`src/rtl/fifo_push_arbiter.sv`:
```
// fifo_push_arbiter
// Shares the single try_push/push_success port of a FIFO among N_REQ
// producers. Arbitration is round-robin with a bounded burst lock: once a
// requester has a push accepted it keeps the port for up to MAX_BURST
// accepted pushes, then priority rotates to the next index.
// The grant is combinational, so request and success happen in the same cycle.
//
// Ports:
//   clk                  clock
//   rst                  synchronous, active-high reset; forces all outputs to 0
//   i_req_try_push       per-requester push request
//   i_req_data           per-requester data, slice i = [i*W +: W]
//   o_req_push_success   one-hot: push of requester i accepted this cycle
//   o_fifo_try_push      push request to the FIFO
//   o_fifo_push_data     data of the granted requester (0 when idle)
//   i_fifo_push_success  FIFO accepted the push (combinational response)
//   o_grant_valid        some requester is granted this cycle
//   o_grant_id           granted index, 0 when nothing is granted
//   o_push_count         accepted pushes since reset, wraps at 2^32
module fifo_push_arbiter #(
  parameter int N_REQ     = 4,
  parameter int W         = 32,
  parameter int MAX_BURST = 3,
  localparam int IDW      = (N_REQ > 2) ? $clog2(N_REQ) : 1,
  localparam int BCW      = (MAX_BURST > 2) ? $clog2(MAX_BURST) : 1
) (
  input  logic               clk,
  input  logic               rst,
  input  logic [N_REQ-1:0]   i_req_try_push,
  input  logic [N_REQ*W-1:0] i_req_data,
  output logic [N_REQ-1:0]   o_req_push_success,
  output logic               o_fifo_try_push,
  output logic [W-1:0]       o_fifo_push_data,
  input  logic               i_fifo_push_success,
  output logic               o_grant_valid,
  output logic [IDW-1:0]     o_grant_id,
  output logic [31:0]        o_push_count
);

  logic           r_locked;
  logic [IDW-1:0] r_owner;
  logic [BCW-1:0] r_burstCnt;
  logic [IDW-1:0] r_rrPtr;
  logic [31:0]    r_pushCount;

  logic           w_ownerActive;
  logic           w_grantValid;
  logic [IDW-1:0] w_grantId;
  logic           w_accept;
  logic [BCW-1:0] w_baseCnt;

  // Circular successor of an index, wrapping N_REQ-1 back to 0.
  function automatic logic [IDW-1:0] nextIdx(input logic [IDW-1:0] x);
    return (int'(x) == N_REQ - 1) ? '0 : x + 1'b1;
  endfunction

  // Grant selection. A locked owner that still requests keeps the port;
  // otherwise the first requester found scanning circularly from r_rrPtr
  // wins. Reset suppresses the grant so nothing leaks out while rst is high.
  always_comb begin
    int scanIdx;
    scanIdx       = 0;
    w_grantValid  = 1'b0;
    w_grantId     = '0;
    w_ownerActive = r_locked & i_req_try_push[r_owner];
    if (w_ownerActive) begin
      w_grantValid = 1'b1;
      w_grantId    = r_owner;
    end else begin
      for (int k = 0; k < N_REQ; k++) begin
        scanIdx = int'(r_rrPtr) + k;
        if (scanIdx >= N_REQ) scanIdx = scanIdx - N_REQ;
        if (!w_grantValid && i_req_try_push[scanIdx]) begin
          w_grantValid = 1'b1;
          w_grantId    = IDW'(scanIdx);
        end
      end
    end
    if (rst) begin
      w_grantValid = 1'b0;
      w_grantId    = '0;
    end
  end

  // Burst count the next accept builds on: if the lock is being dropped
  // this cycle, a newly granted requester starts a fresh burst from zero.
  assign w_baseCnt = w_ownerActive ? r_burstCnt : '0;
  assign w_accept  = w_grantValid & i_fifo_push_success;

  // Output steering. Success from the FIFO only counts while we are actually
  // asking, so a stray i_fifo_push_success with no try_push is ignored.
  always_comb begin
    o_grant_valid      = w_grantValid;
    o_grant_id         = w_grantId;
    o_fifo_try_push    = w_grantValid;
    o_fifo_push_data   = '0;
    o_req_push_success = '0;
    o_push_count       = rst ? 32'd0 : r_pushCount;
    if (w_grantValid) o_fifo_push_data = i_req_data[w_grantId*W +: W];
    if (w_accept) o_req_push_success = N_REQ'(1) << w_grantId;
  end

  // Lock/burst bookkeeping. An accept either extends the owner's burst or,
  // on the last beat, releases the lock and moves priority past the grantee.
  // A stalled (not accepted) grant changes nothing, so the lock survives
  // backpressure. An owner that stops requesting loses the lock and priority
  // moves past it.
  always_ff @(posedge clk) begin
    if (rst) begin
      r_locked    <= 1'b0;
      r_owner     <= '0;
      r_burstCnt  <= '0;
      r_rrPtr     <= '0;
      r_pushCount <= 32'd0;
    end else begin
      if (w_accept) begin
        r_pushCount <= r_pushCount + 32'd1;
        if (int'(w_baseCnt) + 1 == MAX_BURST) begin
          r_locked   <= 1'b0;
          r_burstCnt <= '0;
          r_rrPtr    <= nextIdx(w_grantId);
        end else begin
          r_locked   <= 1'b1;
          r_owner    <= w_grantId;
          r_burstCnt <= w_baseCnt + 1'b1;
          if (r_locked && !w_ownerActive) r_rrPtr <= nextIdx(r_owner);
        end
      end else if (r_locked && !w_ownerActive) begin
        r_locked   <= 1'b0;
        r_burstCnt <= '0;
        r_rrPtr    <= nextIdx(r_owner);
      end
    end
  end

endmodule

```
`config.mk`:
```
export PLATFORM = sky130hd
export DESIGN_NAME = fifo_push_arbiter
export DESIGN_NICKNAME = d
export VERILOG_FILES = /design/src/rtl/fifo_push_arbiter.sv
export SDC_FILE = /design/constraint.sdc
export NUM_CORES = 1
export LEC_CHECK = 0
export ABC_AREA = 1
export BUFFER_PORTS_ARGS = -buffer_cell sky130_fd_sc_hd__clkbuf_2
export CORE_MARGIN = 2
export CORE_UTILIZATION = 49
export CTS_BUF_LIST = sky130_fd_sc_hd__clkbuf_16
export DETAILED_ROUTE_END_ITERATION = 8
export PLACE_DENSITY = 0.83
export SKIP_LAST_GASP = 1
export SLEW_MARGIN = 20
export SYNTH_ARGS = -nofsm -noshare
export SYNTH_HDL_FRONTEND = slang
export SYNTH_SLANG_ARGS = --single-unit
```
`constraint.sdc`:
```
create_clock -name clk -period 2.5 [get_ports clk]
set_input_delay 0.5 -clock clk [delete_from_list [all_inputs] [get_ports clk]]
set_output_delay 0.5 -clock clk [all_outputs]
set_load 0.02 [all_outputs]
```
# After elaboration in Yosys (flattened, before gate mapping)
# Index checks and enable logic that the tools add are counted.
[word_totals]
reg_bits = 39
wordCells = 96
out_inout_bits = 72
[op_classes]
bitwise = 3
addsub = 12
reduce_logical = 10
eq_ne = 3
order_cmp = 9
n_mux = 52
shift = 2
[ops]
columns = ["op", "count"]
rows = [
  ["2-to-1 mux 32 bit", 10],
  ["less-than comparator 32 x 4 -> 1 bit, second input constant", 4],
  ["variable part select 128 x 8 -> 32 bit", 1],
  ["adder 32 x 1 -> 32 bit, second input constant", 1],
  ["2-to-1 mux 2 bit", 15],
  ["2-to-1 mux 1 bit", 21],
  ["subtractor 3 x 3 -> 4 bit, second input constant", 3],
  ["binary-select mux 1 bit (select 2 bit)", 5],
  [">= comparator 3 bit, second input constant", 3],
  ["adder 2 x 1 -> 2 bit, second input constant", 3],
  ["adder 2 x 1 -> 3 bit, second input constant", 2],
  ["adder 2 x 2 -> 3 bit, second input constant", 2],
  ["== test 2 x 1 -> 1 bit, second input constant", 2],
  ["logical AND 1 bit", 4],
  ["logical NOT 1 bit", 4],
  ["2-to-1 mux 4 bit", 1],
  ["left shift 1 x 2 -> 4 bit, first input constant", 1],
  ["subtractor 2 x 3 -> 4 bit, second input constant", 1],
  ["== test 3 x 2 -> 1 bit, second input constant", 1],
  [">= comparator 2 x 3 -> 1 bit, second input constant", 1],
  ["less-than comparator 2 x 3 -> 1 bit, second input constant", 1],
  ["bitwise AND 1 bit", 2],
  ["AND reduction 2 bit", 1],
  ["nonzero test 2 bit", 1],
  ["NOT 1 bit", 1],
]

# Longest topological paths before layout
[depth]
word_depth = 26
ltp_mapped = 16
depth_no_buf = 15

# Worst setup path after synthesis
# Ideal clock, no wire load.
[synth_path]
path_kind = "input to output"
from = "in i_req_try_push[2]"
to = "out o_req_push_success[3]"
stages = 14
required_ns = 2.000
path_slack_ns = -0.073
arrival_ns = 2.073
path_cell_list = "inv_1 -> nand2_1 -> nand3_1 -> nand2_2 -> nor2_4 -> nand3_1 -> nand3_1 -> nand2_1 -> a21oi_4 -> buf_6 -> buf_6 -> ha_1 -> inv_1 -> nor2_1"
[synth_via]
elab_chain_len = 20
elab_cells_between_ends = 39
[synth_lines]
columns = ["item", "line_no", "text"]
rows = [
  ["start, declared", "29", "input logic [N_REQ-1:0] i_req_try_push,"],
  ["binary-select mux 1 bit (select 2 bit)", "73", "if (!w_grantValid && i_req_try_push[scanIdx]) begin"],
  ["2-to-1 mux 1 bit (implied by the code) (2 in a row)", "73", ""],
  ["2-to-1 mux 1 bit", "73", ""],
  ["2-to-1 mux 1 bit", "66", "if (w_ownerActive) begin"],
  ["logical NOT 1 bit", "73", ""],
  ["logical AND 1 bit", "73", ""],
  ["2-to-1 mux 1 bit", "73", ""],
  ["2-to-1 mux 1 bit", "66", ""],
  ["[4 not listed]", "-", ""],
  ["logical NOT 1 bit", "73", ""],
  ["logical AND 1 bit", "73", ""],
  ["2-to-1 mux 2 bit", "73", ""],
  ["2-to-1 mux 2 bit *", "66", ""],
  ["2-to-1 mux 2 bit *", "79", "if (rst) begin"],
  ["net o_grant_id[1]", "36", "output logic [IDW-1:0] o_grant_id,"],
  ["left shift 1 x 2 -> 4 bit *", "100", "if (w_accept) o_req_push_success = N_REQ'(1) << w_grantId;"],
  ["2-to-1 mux 4 bit *", "100", ""],
  ["end, declared", "31", "output logic [N_REQ-1:0] o_req_push_success,"],
]
# The timed path passes the listed nets; every way through them passes the cells marked *. The select of a mux whose other input is x is not followed.

# Worst setup path in the final report
[layout_path]
from = "reg r_rrPtr[0]"
to = "out o_fifo_push_data[27]"
[layout_via]
elab_chain_len = 23
elab_cells_between_ends = 54
[layout_lines]
columns = ["item", "line_no", "text"]
rows = [
  ["start, declared", "43", "logic [IDW-1:0] r_rrPtr;"],
  ["start signal, assigned", "121", "r_rrPtr <= nextIdx(w_grantId);"],
  ["start signal, assigned", "126", "if (r_locked && !w_ownerActive) r_rrPtr <= nextIdx(r_owner);"],
  ["start signal, assigned", "131", "r_rrPtr <= nextIdx(r_owner);"],
  ["subtractor 2 x 3 -> 4 bit / >= comparator 2 x 3 -> 1 bit (equally long branches)", "72", "if (scanIdx >= N_REQ) scanIdx = scanIdx - N_REQ;"],
  ["2-to-1 mux 32 bit", "72", ""],
  ["2-to-1 mux 32 bit", "66", ""],
  ["binary-select mux 1 bit (select 2 bit)", "73", ""],
  ["2-to-1 mux 1 bit (implied by the code) (2 in a row)", "73", ""],
  ["2-to-1 mux 1 bit", "73", ""],
  ["2-to-1 mux 1 bit", "66", ""],
  ["logical NOT 1 bit", "73", ""],
  ["[6 not listed]", "-", ""],
  ["2-to-1 mux 1 bit", "66", ""],
  ["logical NOT 1 bit", "73", ""],
  ["logical AND 1 bit", "73", ""],
  ["2-to-1 mux 2 bit", "73", ""],
  ["2-to-1 mux 2 bit", "66", ""],
  ["2-to-1 mux 2 bit", "79", ""],
  ["variable part select 128 x 8 -> 32 bit", "99", "if (w_grantValid) o_fifo_push_data = i_req_data[w_grantId*W +: W];"],
  ["2-to-1 mux 32 bit *", "99", ""],
  ["end, declared", "33", "output logic [W-1:0] o_fifo_push_data,"],
]
# Mark *: on every way between the ends. The rest lies on a longest branch, timed or not. The select of a mux whose other input is x is not followed.

==> impl_metrics.tcl <==
set metrics [dict create \
    die_x_um 100 \
    status "complete, but fails checks" \
    cpLargestDelayFamily "simple AND/OR/NAND/NOR gates" \
    gp_congestion 0.921 \
    drive_gt1_frac 0.293 \
    hold_path_class "register to register" \
    hpwl_mm 11.0 \
    syn-num-nets 1018 \
    htree_num_levels 2 \
    powerDensity_nw_per_um2 395 \
    layout_worst_path_cycle_share 1.13 \
    grt_overflow 0 \
    synth_area_um2 4520 \
    synth_top_cells_by_count "nand2_1 (307), nor2_1 (130), inv_1 (124)" \
    synthCells 877 \
    max_stage_delay_ns 0.37 \
    wirelength_mm 15.1 \
    async_reset_ff_frac 0 \
    path_clk_slew_ns 0.05 \
    crit_top_cell "nand2_4" \
    cp.depth 15 \
    cp_max_fo 26 \
    antenna_left 0 \
    grtUsageTotal 0.270 \
    numCtsBuffers 5 \
    worst-path-buf-inv 4 \
    avgRoutedWirePerCell_um 12.5 \
    synth_top_area_cell "nand2_1" \
    avgSynthCellArea_um2 5.16 \
    slew_headroom 0.652 \
    area_growth_pct 44.4 \
    n_antenna_cell 0 \
    finClkSkew_ns 0.00471 \
    cts_hold_buffers 0 \
    synth_top_area_share 0.255 \
    maxClockFrequency_mhz 354 \
    yosys-top-cells-area "nand2_1 (25%), dfxtp_1 (17%), nor2_1 (11%), nand3_1 (10%), inv_1 (10%)" \
    setup_viol 40 \
    p_leak_uw 0.00361 \
    hold_viol 0 \
    drtPass1Iterations 5 \
    synth_edf_count 0 \
    placement_rows 35 \
    coreArea_um2 9110 \
    endpoint_kind "output port" \
    cp.arrival_ns 2.32 \
    ios 207 \
    initial_core_util 0.496 \
    r2r_cells 14 \
    post-route-min-period_ns 2.82 \
    slew_viol_final 0 \
    drv_cap 0 \
    grt_setup_unrepaired "yes" \
    synth_cell_types 30 \
    vias_per_cell 5.03 \
    yosysWarnings 0 \
    clockBufferDepth 2 \
    synth_seq_area_share 0.173 \
    root_buffer "clkbuf_16" \
    nets 1234 \
    grt_max_degree 57 \
    cp.required_ns 2.00 \
    die_h_um 100 \
    final_util 0.717 \
    route.detailed.drc 0 \
    synth_ff_type "dfxtp_1" \
    clk_latency_ns 0.28 \
    cts_tree "yes" \
    failed_checks "setup timing" \
    drt_iter0_drc 247 \
    clock_sinks 39 \
    worst_slack_ns -0.322 \
    antenna_found_initial 0 \
    worstMarginPinSlew_ns 0.523 \
    critPathLaunchType "register" \
    ir_worst_vdd_v 0.000298 \
    p_total_uw 2580 \
    critPathSlowestCell "dfxtp_4" \
    dieArea_um2 10000 \
    ys_ff_latch 39 \
    crit_type "register to output port" \
    grt_pass1_vias 5147 \
    post-place-ws_ns -0.198 \
    yosysMostFrequentCell "nand2_1" \
    holdWs_ns 0.464 \
    crit_chain "clkbuf_16 > nand2_4 > nand3_2 > nand2_4 > nor2_4 > nand3_2 > nand2_4 > nor2_4 > buf_4 > buf_12 > nand3_1 > nand2_1 > nor2_1 > nor2_1 > clkbuf_2" \
    grt_pass1_wl_mm 22.6 \
    r2r_slack_ns 0.40 \
    holdPathStages 2 \
    dr_total_vias 6058 \
    io_buffer_count 206 \
]
[flip-flops by register name (all words and copies together) (netlist names)]
signal	flops
r_rrPtr	2
r_locked	1
r_owner	2
r_burstCnt	2
r_pushCount	32
[where the power goes]
group          leakage (µW)  total, µW  internal, µW  switching (µW)
clock             0.0000812        706           465             241
combinational       0.00321       1230           543             690
sequential         0.000317        642           630            11.5
[worst reg2reg max path, delay by kind of cell (launching register included)]
| kind | cells | cell delay [ns] |
|---|---|---|
| AO/OA/AOI/OAI | 1 | 0.11 |
| flip-flops | 1 | 0.37 |
| buffers and inverters | 4 | 0.71 |
| AND/OR/NAND/NOR | 9 | 0.76 |
[cell usage in the layout, fill, tap and decap left out, types with 2 or more instances in the layout]
master / n
a21oi_1: 33
clkbuf_16: 8
dfxtp_4: 2
nor2_1: 120
o21a_1: 2
nor2_2: 11
nor3_1: 23
nor3b_1: 5
nand3_1: 87
dfxtp_1: 36
buf_12: 18
nand2_4: 11
ha_1: 6
buf_4: 49
clkbuf_2: 174
inv_2: 6
nand2_2: 9
xor2_1: 15
nor4_1: 5
inv_1: 121
o21ai_0: 14
nor2_4: 3
buf_6: 7
clkbuf_4: 2
nand4_1: 9
nand3_2: 7
o21ai_1: 2
clkbuf_8: 3
nand2_1: 292
[per-stage QoR]
step / setup TNS, ns / area, µm² / cells
after floorplan: 0 / 4530 / 877
after global placement: -3.48 / 5830 / 1181
after detailed placement: -5.13 / 5830 / 1181
after CTS: -9.23 / 6080 / 1190
after global routing: -15.52 / 6530 / 1205
final: -9.23 / 6530 / 1205
[metal layers]
layer  global-route usage  up-vias  part of all wire  wire [µm]
met3               0.0467       40             0.074       1110
met1                0.335     2646              0.40       6110
met2                0.474      247              0.49       7440
li1                     -     3125                 -          -
met5                    0        -                 0          0
met4               0.0927        0             0.030        451
[cell type report]
type                       count  area (µm²)
clock buffer                   5         125
tap                          111         139
timing repair buffer         257        1810
sequential                    39         790
multi-input combinational    661        3130
inverter                     129         493
clock inverter                 3        38.8
fill                         798        2580
[worst paths after layout]
kind	start	end
worst max-delay path	r_rrPtr[0]	o_fifo_push_data[27]
worst min-delay path	r_pushCount[31]	r_pushCount[31]
worst max register to register	r_rrPtr[0]	r_pushCount[8]
worst min register to register	r_pushCount[31]	r_pushCount[31]
[timing repair]
action / CTS / global route
endpoints found under the setup margin: 40 / 40
resized for setup: 28 / 96
cloned: 0 / 5
buffers inserted: 1 / 11
pin swaps: 2 / 10
[cell families (layout without fill, tap and decap cells)]
kind of cell,Yosys count,in the layout,share of synthesized area
flip-flops,39,39,0.173
buffers and inverters,177,394,0.175
AO/OA/AOI/OAI,54,54,0.0642
AND/OR/NAND/NOR,585,585,0.540
multiplexers,1,1,0.00249
XOR/XNOR,15,15,0.0291
adder cells (fa/ha/maj),6,6,0.0166
Note: power is estimated with default switching activity, not from simulation.
